[src/rtl/lights_sequencer_if.sv]
// Start key, LFSR, delay timer and LED/go signals of the starting-lights sequencer.
// slave is the sequencer side; master is the environment (key, LFSR, timer, display).
interface lights_sequencer_if #(
    parameter int NUM_LEDS = 10
);
    logic                start;
    logic [15:0]         rand_val;
    logic                delay_time_out;
    logic [15:0]         delay_n;
    logic                delay_trigger;
    logic [NUM_LEDS-1:0] ledr;
    logic                en_lfsr;
    logic                busy;
    logic                go;

    modport master (
        output start, rand_val, delay_time_out,
        input  delay_n, delay_trigger, ledr, en_lfsr, busy, go
    );

    modport slave (
        input  start, rand_val, delay_time_out,
        output delay_n, delay_trigger, ledr, en_lfsr, busy, go
    );
endinterface

[src/rtl/lights_sequencer.sv]
// Starting-lights sequencer: lights LEDs one per STEP_N timer period, holds for a floored
// random period, then blanks and pulses go. All outputs registered; start ignored while busy.
module lights_sequencer #(
    parameter int          NUM_LEDS = 10,
    parameter logic [15:0] STEP_N   = 16'd499,
    parameter logic [15:0] MIN_RAND = 16'd250
) (
    input  logic               clk,
    input  logic               rst,
    lights_sequencer_if.slave  bus
);
    typedef enum logic [1:0] {IDLE, STEP, GAP, RAND} state_t;

    localparam logic [NUM_LEDS-1:0] LED_ONE  = NUM_LEDS'(1);
    localparam logic [NUM_LEDS-1:0] LED_FULL = '1;

    state_t              state_q, state_d;
    logic [NUM_LEDS-1:0] ledr_q, ledr_d;
    logic [15:0]         n_q, n_d;
    logic [15:0]         rand_q, rand_d;
    logic                trig_q, trig_d;
    logic                go_q, go_d;
    logic                busy_q, busy_d;
    logic                en_q, en_d;
    logic [NUM_LEDS-1:0] led_shift;
    logic [15:0]         rand_floor;

    assign led_shift  = (ledr_q << 1) | LED_ONE;
    assign rand_floor = (bus.rand_val < MIN_RAND) ? MIN_RAND : bus.rand_val;

    always_comb begin
        state_d = state_q;
        ledr_d  = ledr_q;
        n_d     = n_q;
        rand_d  = rand_q;
        trig_d  = trig_q;
        go_d    = 1'b0;
        case (state_q)
            IDLE: begin
                if (bus.start) begin
                    state_d = STEP;
                    ledr_d  = '0;
                    n_d     = STEP_N;
                    trig_d  = 1'b1;
                end
            end
            STEP: begin
                if (bus.delay_time_out) begin
                    ledr_d  = led_shift;
                    trig_d  = 1'b0;
                    state_d = GAP;
                    if (led_shift == LED_FULL) begin
                        rand_d = rand_floor;
                    end
                end
            end
            // Trigger is held low for one whole cycle so the timer always clears.
            GAP: begin
                trig_d = 1'b1;
                if (ledr_q == LED_FULL) begin
                    n_d     = rand_q;
                    state_d = RAND;
                end else begin
                    n_d     = STEP_N;
                    state_d = STEP;
                end
            end
            RAND: begin
                if (bus.delay_time_out) begin
                    ledr_d  = '0;
                    go_d    = 1'b1;
                    trig_d  = 1'b0;
                    n_d     = '0;
                    state_d = IDLE;
                end
            end
            default: begin
                state_d = IDLE;
            end
        endcase
        busy_d = (state_d != IDLE);
        en_d   = (state_d == IDLE);
    end

    always_ff @(posedge clk or posedge rst) begin
        if (rst) begin
            state_q <= IDLE;
            ledr_q  <= '0;
            n_q     <= '0;
            rand_q  <= '0;
            trig_q  <= 1'b0;
            go_q    <= 1'b0;
            busy_q  <= 1'b0;
            en_q    <= 1'b1;
        end else begin
            state_q <= state_d;
            ledr_q  <= ledr_d;
            n_q     <= n_d;
            rand_q  <= rand_d;
            trig_q  <= trig_d;
            go_q    <= go_d;
            busy_q  <= busy_d;
            en_q    <= en_d;
        end
    end

    assign bus.ledr          = ledr_q;
    assign bus.delay_n       = n_q;
    assign bus.delay_trigger = trig_q;
    assign bus.go            = go_q;
    assign bus.busy          = busy_q;
    assign bus.en_lfsr       = en_q;
endmodule

[src/flat_wrapper.sv]
// flat-port wrapper written by rule: the top's interface ports become plain ports
module lights_sequencer_flat 
#(
    parameter int          NUM_LEDS = 10,
    parameter logic [15:0] STEP_N   = 16'd499,
    parameter logic [15:0] MIN_RAND = 16'd250
)
  (clk, rst, bus_start, bus_rand_val, bus_delay_time_out, bus_delay_n, bus_delay_trigger, bus_ledr, bus_en_lfsr, bus_busy, bus_go);
  lights_sequencer_if #(.NUM_LEDS(NUM_LEDS)) bus_i ();
  input  logic clk;
  input  logic rst;
  input wire logic [$bits(bus_i.start)-1:0] bus_start;
  input wire logic [$bits(bus_i.rand_val)-1:0] bus_rand_val;
  input wire logic [$bits(bus_i.delay_time_out)-1:0] bus_delay_time_out;
  output wire logic [$bits(bus_i.delay_n)-1:0] bus_delay_n;
  output wire logic [$bits(bus_i.delay_trigger)-1:0] bus_delay_trigger;
  output wire logic [$bits(bus_i.ledr)-1:0] bus_ledr;
  output wire logic [$bits(bus_i.en_lfsr)-1:0] bus_en_lfsr;
  output wire logic [$bits(bus_i.busy)-1:0] bus_busy;
  output wire logic [$bits(bus_i.go)-1:0] bus_go;
  assign bus_i.start = bus_start;
  assign bus_i.rand_val = bus_rand_val;
  assign bus_i.delay_time_out = bus_delay_time_out;
  assign bus_delay_n = bus_i.delay_n;
  assign bus_delay_trigger = bus_i.delay_trigger;
  assign bus_ledr = bus_i.ledr;
  assign bus_en_lfsr = bus_i.en_lfsr;
  assign bus_busy = bus_i.busy;
  assign bus_go = bus_i.go;
  lights_sequencer #(.NUM_LEDS(NUM_LEDS), .STEP_N(STEP_N), .MIN_RAND(MIN_RAND)) u_core (.clk(clk), .rst(rst), .bus(bus_i));
endmodule
[config.mk]
export PLATFORM = sky130hd
export DESIGN_NAME = lights_sequencer_flat
export DESIGN_NICKNAME = d
export VERILOG_FILES = /design/src/rtl/lights_sequencer_if.sv /design/src/rtl/lights_sequencer.sv /design/src/flat_wrapper.sv
export SDC_FILE = /design/constraint.sdc
export NUM_CORES = 1
export LEC_CHECK = 0
export BUFFER_PORTS_ARGS = -buffer_cell sky130_fd_sc_hd__clkbuf_2
export CAP_MARGIN = 20
export CORE_ASPECT_RATIO = 0.75
export CORE_MARGIN = 3
export CORE_UTILIZATION = 40
export CTS_CLUSTER_DIAMETER = 50
export DETAILED_ROUTE_END_ITERATION = 8
export PLACE_DENSITY = 0.72
export SLEW_MARGIN = 20
export SYNTH_ARGS = -nofsm -noshare
export SYNTH_HDL_FRONTEND = slang
export SYNTH_SLANG_ARGS = --single-unit
[constraint.sdc]
create_clock -name clk -period 2.1 [get_ports clk]
set_input_delay 0.21 -clock clk [delete_from_list [all_inputs] [get_ports clk]]
set_output_delay 0.21 -clock clk [all_outputs]
set_load 0.005 [all_outputs]
==> summary.txt, run 1 <==
Logic synthesis
  – Register area share after synthesis: approximately three fifths
  – Ranking of synthesized cells by area: dfrtp_1 58%, a22o_1 7.8%, o21ai_0 4.0%
  – Syn Area/Cell: ~12 µm²
  – Distinct cell type count after synthesis: 30
  – Synth Warn #: 0
  – Synthesized flop and latch total: 48
  – Syn Inst Count: roughly 170
  – Syn Std Cell Area: approximately 2000 µm²
  – Synth top area share: 58.10%
  – Syn_nets: a little under 200
  – Post-synth top area cell: dfrtp_1

STA
  – Worst-margin pin slew: ~0.6 ns
  – Max Clock Freq: between 500 and 600 MHz
  – Pins over their slew limit: 0
  – # setup viols final: 0
  – Final hold violations: 0
  – Fin crit share: 93.85%
  – Clk_skew: about 0.012 ns
  – Setup TNS: 0 ns
  – RSZ-0062 raised after global routing: false
  – Tmin final: a little under 2 ns
  – Slew margin rel.: about 60%

Global route
  – GRT Resource Usage Total: between 10% and 20%
  – Vias in the first global route: about 1400
  – Largest net degree at the start of global routing: just under 50
  – Gr ovfl total: 0
  – First-pass GRT wire length: between 6 and 7 mm
  – Antenna violations before repair: 0

Power and ir drop
  – Internal: ~1.8 mW
  – Ratio of total power to cell area: ~1100 nW/µm²
  – P_sw: about 0.9 mW
  – VDD IR max: ~0.00057 V
  – Logic gate share of total power: between 30% and 40%
  – Leak: 1.300 nW
  – Sw frac: roughly 33%
  – Sequential power share: ~44%
  – Clock power frac: about a quarter

Routing
  – Via/cell ratio: between 5 and 6
  – WL/cell: ~15 µm
  – Vias: between 1000 and 1500
  – DRT Wirelength: between 4 and 5 mm
  – Residual DRC: 0
  – Initial DRT Pass Iterations: 4
  – Antenna-violating nets left: 0
  – Initial drt markers: 46

Worst setup path
  – Crit path DAT: about 2.2 ns
  – Req. time, crit path: 2.30 ns
  – Crit path capture type: flip-flop
  – Crit Path Class: reg -> reg
  – Critical path launch point type: flip-flop
  – R2R depth: 5
  – Crit-path max FO: 10

Placement
  – Post-DP HPWL: slightly above 3 mm
  – Port Buffer Count: 49
  – Gpl congestion: about 0.75

Clock network
  – CTS resizes: 0
  – Root buffer selected by CTS: clkbuf_8
  – Hold Buf Count CTS: 0
  – Post CTS Setup Buffer Count: 0
  – CTS max path bufs: 2
  – Clock slew at reported path FFs: around 0.1 ns
  – CTS tree: built
  – Worst skew pair latency: a little over 0.3 ns
  – H-tree depth: 2
  – CTS Sinks: 48
  – Total CTS buffers: 5

Final layout
  – Ratio of cells with drive above 1 in the final layout: 33.62%
  – Final core occ: a little over half
  – Multi-input gate area in the final layout: 759.5 µm²
  – Fillers: ~440
  – Ant. Diodes: 0
  – Register Area: between 1000 and 1500 µm²
  – Layout area overhead: 22.44%
  – Nets: ~260

Floorplanning
  – Core footprint: roughly 4700 µm²
  – # rows: 21
  – Starting Density: between 40 and 50%
  – Full die area: about 6000 µm²
  – Top-Level Pins: 50
  – Die Ht: 67.61 µm
  – Die width: between 80 and 90 µm

Min path
  – Worst min-delay path class: in -> async

Status
  – Status: finished clean

Job
  – Max-cap violations: 0
-- area by class of cell --
class	count	area share, %
Sequential cell	48	48.51
Multi-Input combinational cell	113	30.64
Clock buffer	6	3.332
Timing Repair Buffer	56	12.01
Tap cell	57	2.877
Clock inverter	2	1.565
Inverter	7	1.060
-- final timing paths --
path,to,startpoint,slack [ns]
max,u_core.rand_q[10]$_DFFE_PP0P_,u_core.state_q[1]$_DFF_PP0_,0.13
min,u_core.bus.delay_n[12]$_DFFE_PP0P_,rst,0.03
max reg2reg,u_core.rand_q[10]$_DFFE_PP0P_,u_core.state_q[1]$_DFF_PP0_,0.13
min reg2reg,u_core.bus.delay_n[12]$_DFFE_PP0P_,u_core.rand_q[12]$_DFFE_PP0P_,0.48
max in group asynchronous,u_core.bus.ledr[6]$_DFFE_PP0P_,rst,1.68
min in group clk,u_core.rand_q[0]$_DFFE_PP0P_,bus_rand_val[0],0.13
-- power by group through the flow --
stage	Sequential, mW	Combinational (mW)	Clock (mW)
after floorplan	1.20	0.491	0
after global placement	1.20	0.805	0
after detailed placement	1.20	0.818	0
after CTS	1.18	0.828	0.726
after global routing	1.20	0.925	0.763
final	1.18	0.812	0.712
-- routing by layer --
metal  global-route usage [%]  vias up  share of wire [%]
met5                        0        -                  0
met4                    5.094        0               0.93
met3                    4.390        5                5.5
met2                    22.37       42                 43
met1                    22.33      710                 50
li1                         -      732                  -
-- critical path: stages (launching register included) --
cell	delay (ns)
dfrtp_1	0.44
inv_1	0.11
ha_1	0.22
nand2_1	0.08
or4_1	0.64
mux2_4	0.38
-- cells in the final DEF (no fill, tap or decap), types with 2 or more instances in the layout --
cell,Yosys,layout
mux2_2,4,4
nor2b_1,3,3
clkbuf_2,0,49
o21ai_0,16,16
a21oi_1,5,5
inv_1,7,6
buf_4,2,7
nand4_1,2,2
clkbuf_8,0,6
or3_1,2,2
or4_1,4,4
o31ai_1,2,2
dfrtp_1,47,47
mux2_4,4,4
o221ai_1,2,2
nand2b_1,5,5
nand2_1,14,14
ha_1,4,4
a22o_1,18,18
nor2_1,19,19
-- stage by stage --
stage | hold WS [ns] | area (µm²) | cells | power (mW) | setup slack [ns]
floorplan | 0.3442 | 2024 | 173 | 1.689 | 0.2151
global placement | 0.3794 | 2357 | 281 | 2.003 | 0.1887
detailed placement | 0.3807 | 2357 | 281 | 2.018 | 0.1357
CTS | 0.04589 | 2479 | 289 | 2.737 | 0.1216
global route | 0.07376 | 2479 | 289 | 2.891 | 0.01509
finish | 0.02647 | 2479 | 289 | 2.707 | 0.1291
-- flip-flops by register name (all words and copies together), names as in the netlist --
register / cells
u_core.bus.busy: 1
u_core.bus.delay_n: 16
u_core.bus.delay_trigger: 1
u_core.bus.en_lfsr: 1
u_core.bus.go: 1
u_core.bus.ledr: 10
u_core.rand_q: 16
u_core.state_q: 2
-- synth_stat cells --
| library cell | instances |
|---|---|
| a21oi_1 | 5 |
| a21oi_2 | 1 |
| a22o_1 | 18 |
| and2_1 | 1 |
| buf_2 | 2 |
| buf_4 | 2 |
| buf_6 | 1 |
| dfrtp_1 | 47 |
| dfstp_2 | 1 |
| ha_1 | 4 |
| inv_1 | 7 |
| mux2_2 | 4 |
| mux2_4 | 4 |
| nand2_1 | 14 |
| nand2b_1 | 5 |
| nand3_1 | 1 |
| nand4_1 | 2 |
| nor2_1 | 19 |
| nor2_8 | 1 |
| nor2b_1 | 3 |
| nor3_1 | 1 |
| nor4_2 | 1 |
| o21a_1 | 1 |
| o21ai_0 | 16 |
| o221ai_1 | 2 |
| o31a_1 | 1 |
| o31ai_1 | 2 |
| or2_2 | 1 |
| or3_1 | 2 |
| or4_1 | 4 |
-- cells by family after synthesis --
group	Yosys count	synth area share, %
fa+ha+maj	4	2.472
mux	8	5.192
simple gates	55	14.03
compound gates	46	15.82
buf+inv	12	3.090
flops	48	59.39
Note: power is estimated with default switching activity, not from simulation.
==> run 2, diff against run 1 <==
--- a/config.mk
+++ b/config.mk
@@ -12,7 +12,6 @@
 export CORE_UTILIZATION = 40
 export CTS_CLUSTER_DIAMETER = 50
 export DETAILED_ROUTE_END_ITERATION = 8
-export PLACE_DENSITY = 0.72
 export SLEW_MARGIN = 20
 export SYNTH_ARGS = -nofsm -noshare
 export SYNTH_HDL_FRONTEND = slang
==> run 2 against run 1 <==
- power is 4.9% lower
- hold slack better by 0.12 ns
- via count is 1.5% higher
- highest routed layer unchanged
==> summary.txt, run 2 (same netlist as run 1, synthesis figures left out) <==
Final layout
  – Commonest cells after routing, fill and taps aside: 49 x clkbuf_2, 47 x dfrtp_1, 19 x nor2_1
  – Leading cell type in the layout, fill and taps excluded: clkbuf_2
  – Multi-input gate area in the final layout: 759.5 µm²
  – Nets: 258
  – Finished Layout Cells: 292
  – Layout area overhead: 23.05%
  – Ratio of cells with drive above 1 in the final layout: roughly a third
  – Ant. Diodes: 0
  – Fillers: between 400 and 500
  – Register Area: roughly 1200 µm²

STA
  – Slew margin rel.: 62.26%
  – Worst hold slack: between 0.1 and 0.15 ns
  – Pins over their slew limit: 0
  – Clk_skew: 0.005594 ns
  – Max Clock Freq: between 500 and 600 MHz
  – Tmin final: roughly 2 ns
  – Final hold violations: 0
  – Setup TNS: 0 ns
  – Fin crit share: between 90% and 100%
  – Worst-margin pin slew: 0.5653 ns
  – # setup viols final: 0
  – RSZ-0062 raised after global routing: false

Worst setup path
  – Crit path buffers/inverters: 2
  – Critical-path cell list: inv_1 -> ha_1 -> nand2_1 -> or4_1 -> buf_4 -> mux2_4
  – Req. time, crit path: roughly 2.3 ns
  – Crit path capture type: flip-flop
  – Crit Path Class: reg -> reg
  – Critical path launch point type: flip-flop
  – Worst path max stage delay: 0.44 ns
  – Crit path max-delay family: simple AND/OR/NAND/NOR gates
  – Crit-path max FO: 10
  – Crit path DAT: ~2.2 ns
  – Critical-path top delay cell: dfrtp_1

Power and ir drop
  – Sw frac: about a third
  – Ratio of total power to cell area: 1034 nW/µm²
  – Leak: 1.309 nW
  – Clock power frac: between 20% and 30%
  – Internal: 1.688 mW
  – Sequential power share: a little under half
  – Logic gate share of total power: around a third
  – VDD IR max: approximately 0.00061 V
  – P_sw: around 0.9 mW

Global route
  – First-pass GRT wire length: 6.962 mm
  – GRT Resource Usage Total: between 10% and 20%
  – Vias in the first global route: roughly 1400
  – Gr ovfl total: 0
  – Largest net degree at the start of global routing: 27
  – Antenna violations before repair: 0

Clock network
  – Worst skew pair latency: 0.30 ns
  – CTS max path bufs: 2
  – Total CTS buffers: 5
  – Clock slew at reported path FFs: about 0.090 ns
  – H-tree depth: 2
  – Post CTS Setup Buffer Count: 0
  – CTS tree: built
  – Root buffer selected by CTS: clkbuf_8
  – CTS Sinks: 48

Min path
  – Worst min-delay path class: in -> reg

Floorplanning
  – Starting Density: a little over two fifths
  – Core footprint: approximately 4700 µm²
  – Die Ht: slightly below 70 µm
  – Full die area: 5959 µm²
  – Top-Level Pins: 50
  – Die width: ~90 µm
  – # rows: 21

Routing
  – DRT Wirelength: roughly 4.2 mm
  – Initial drt markers: 75
  – Initial DRT Pass Iterations: 4
  – WL/cell: around 14 µm
  – Vias: ~1500
  – Residual DRC: 0
  – Via/cell ratio: between 5 and 6
  – Antenna-violating nets left: 0

Placement
  – Gpl congestion: 0.9157
  – Port Buffer Count: 49
  – Placed cells: 283
  – Post-DP HPWL: around 3.1 mm

Job
  – Max-cap violations: 0

Status
  – Status: finished clean
## run 2: cell type report
type                       count  share of cell area (%)
clock inverter                 2                  0.5525
multi-input combinational    113                   30.49
clock buffer                   6                   3.315
tap                           57                   2.863
inverter                       7                   1.055
sequential                    48                   48.27
timing repair buffer          59                   13.46
## run 2: metal layers
metal / wire [µm] / global-route usage (%) / vias to the layer above
met2: 1779 / 21.15 / 33
met1: 2194 / 23.96 / 733
met4: 37 / 5.094 / 0
li1: - / - / 740
met5: 0 / 0 / -
met3: 203 / 3.902 / 5
## run 2: power groups by stage
stage | clock network [mW] | logic [mW] | registers (mW)
2_1_floorplan | 0 | 0.491 | 1.20
6_report | 0.573 | 0.816 | 1.19
5_1_grt | 0.629 | 0.932 | 1.21
3_3_place_gp | 0 | 0.821 | 1.20
3_5_place_dp | 0 | 0.832 | 1.20
4_1_cts | 0.594 | 0.834 | 1.19
## run 2: path summary, 6_finish.rpt
kind	slack, ns	cells past startpoint	from	endpoint
worst max-delay path	0.12	6	u_core.state_q[1]$_DFF_PP0_	u_core.rand_q[13]$_DFFE_PP0P_
worst min-delay path	0.14	3	bus_rand_val[0]	u_core.rand_q[0]$_DFFE_PP0P_
worst max register to register	0.12	6	u_core.state_q[1]$_DFF_PP0_	u_core.rand_q[13]$_DFFE_PP0P_
worst min register to register	0.49	2	u_core.bus.delay_n[7]$_DFFE_PP0P_	u_core.bus.delay_n[7]$_DFFE_PP0P_
max in group asynchronous	1.10	4	rst	u_core.rand_q[0]$_DFFE_PP0P_
min in group asynchronous	0.49	3	rst	u_core.rand_q[15]$_DFFE_PP0P_
## run 2: worst reg2reg max path: cells and delay by family (launching register included)
family                   cells  cell delay [ns]
AND/OR/NAND/NOR              2             0.56
adder cells (fa/ha/maj)      1             0.24
multiplexers                 1             0.30
buffers and inverters        2             0.32
flip-flops                   1             0.44
## run 2: what timing repair did
item / CTS / global route
hold buffers: 1 / 0
gates resized for setup: 0 / 0
endpoints found under the hold margin: 24 / 0
## run 2: stage by stage
step | total power, mW | area, µm² | util [%] | setup WS, ns
finish | 2.575 | 2491 | 53.26 | 0.1222
floorplan | 1.689 | 2024 | - | 0.2151
global placement | 2.022 | 2385 | 50.99 | 0.2134
CTS | 2.615 | 2491 | 53.26 | 0.1571
global route | 2.769 | 2491 | 53.26 | 0.05368
detailed placement | 2.036 | 2385 | 50.99 | 0.1676
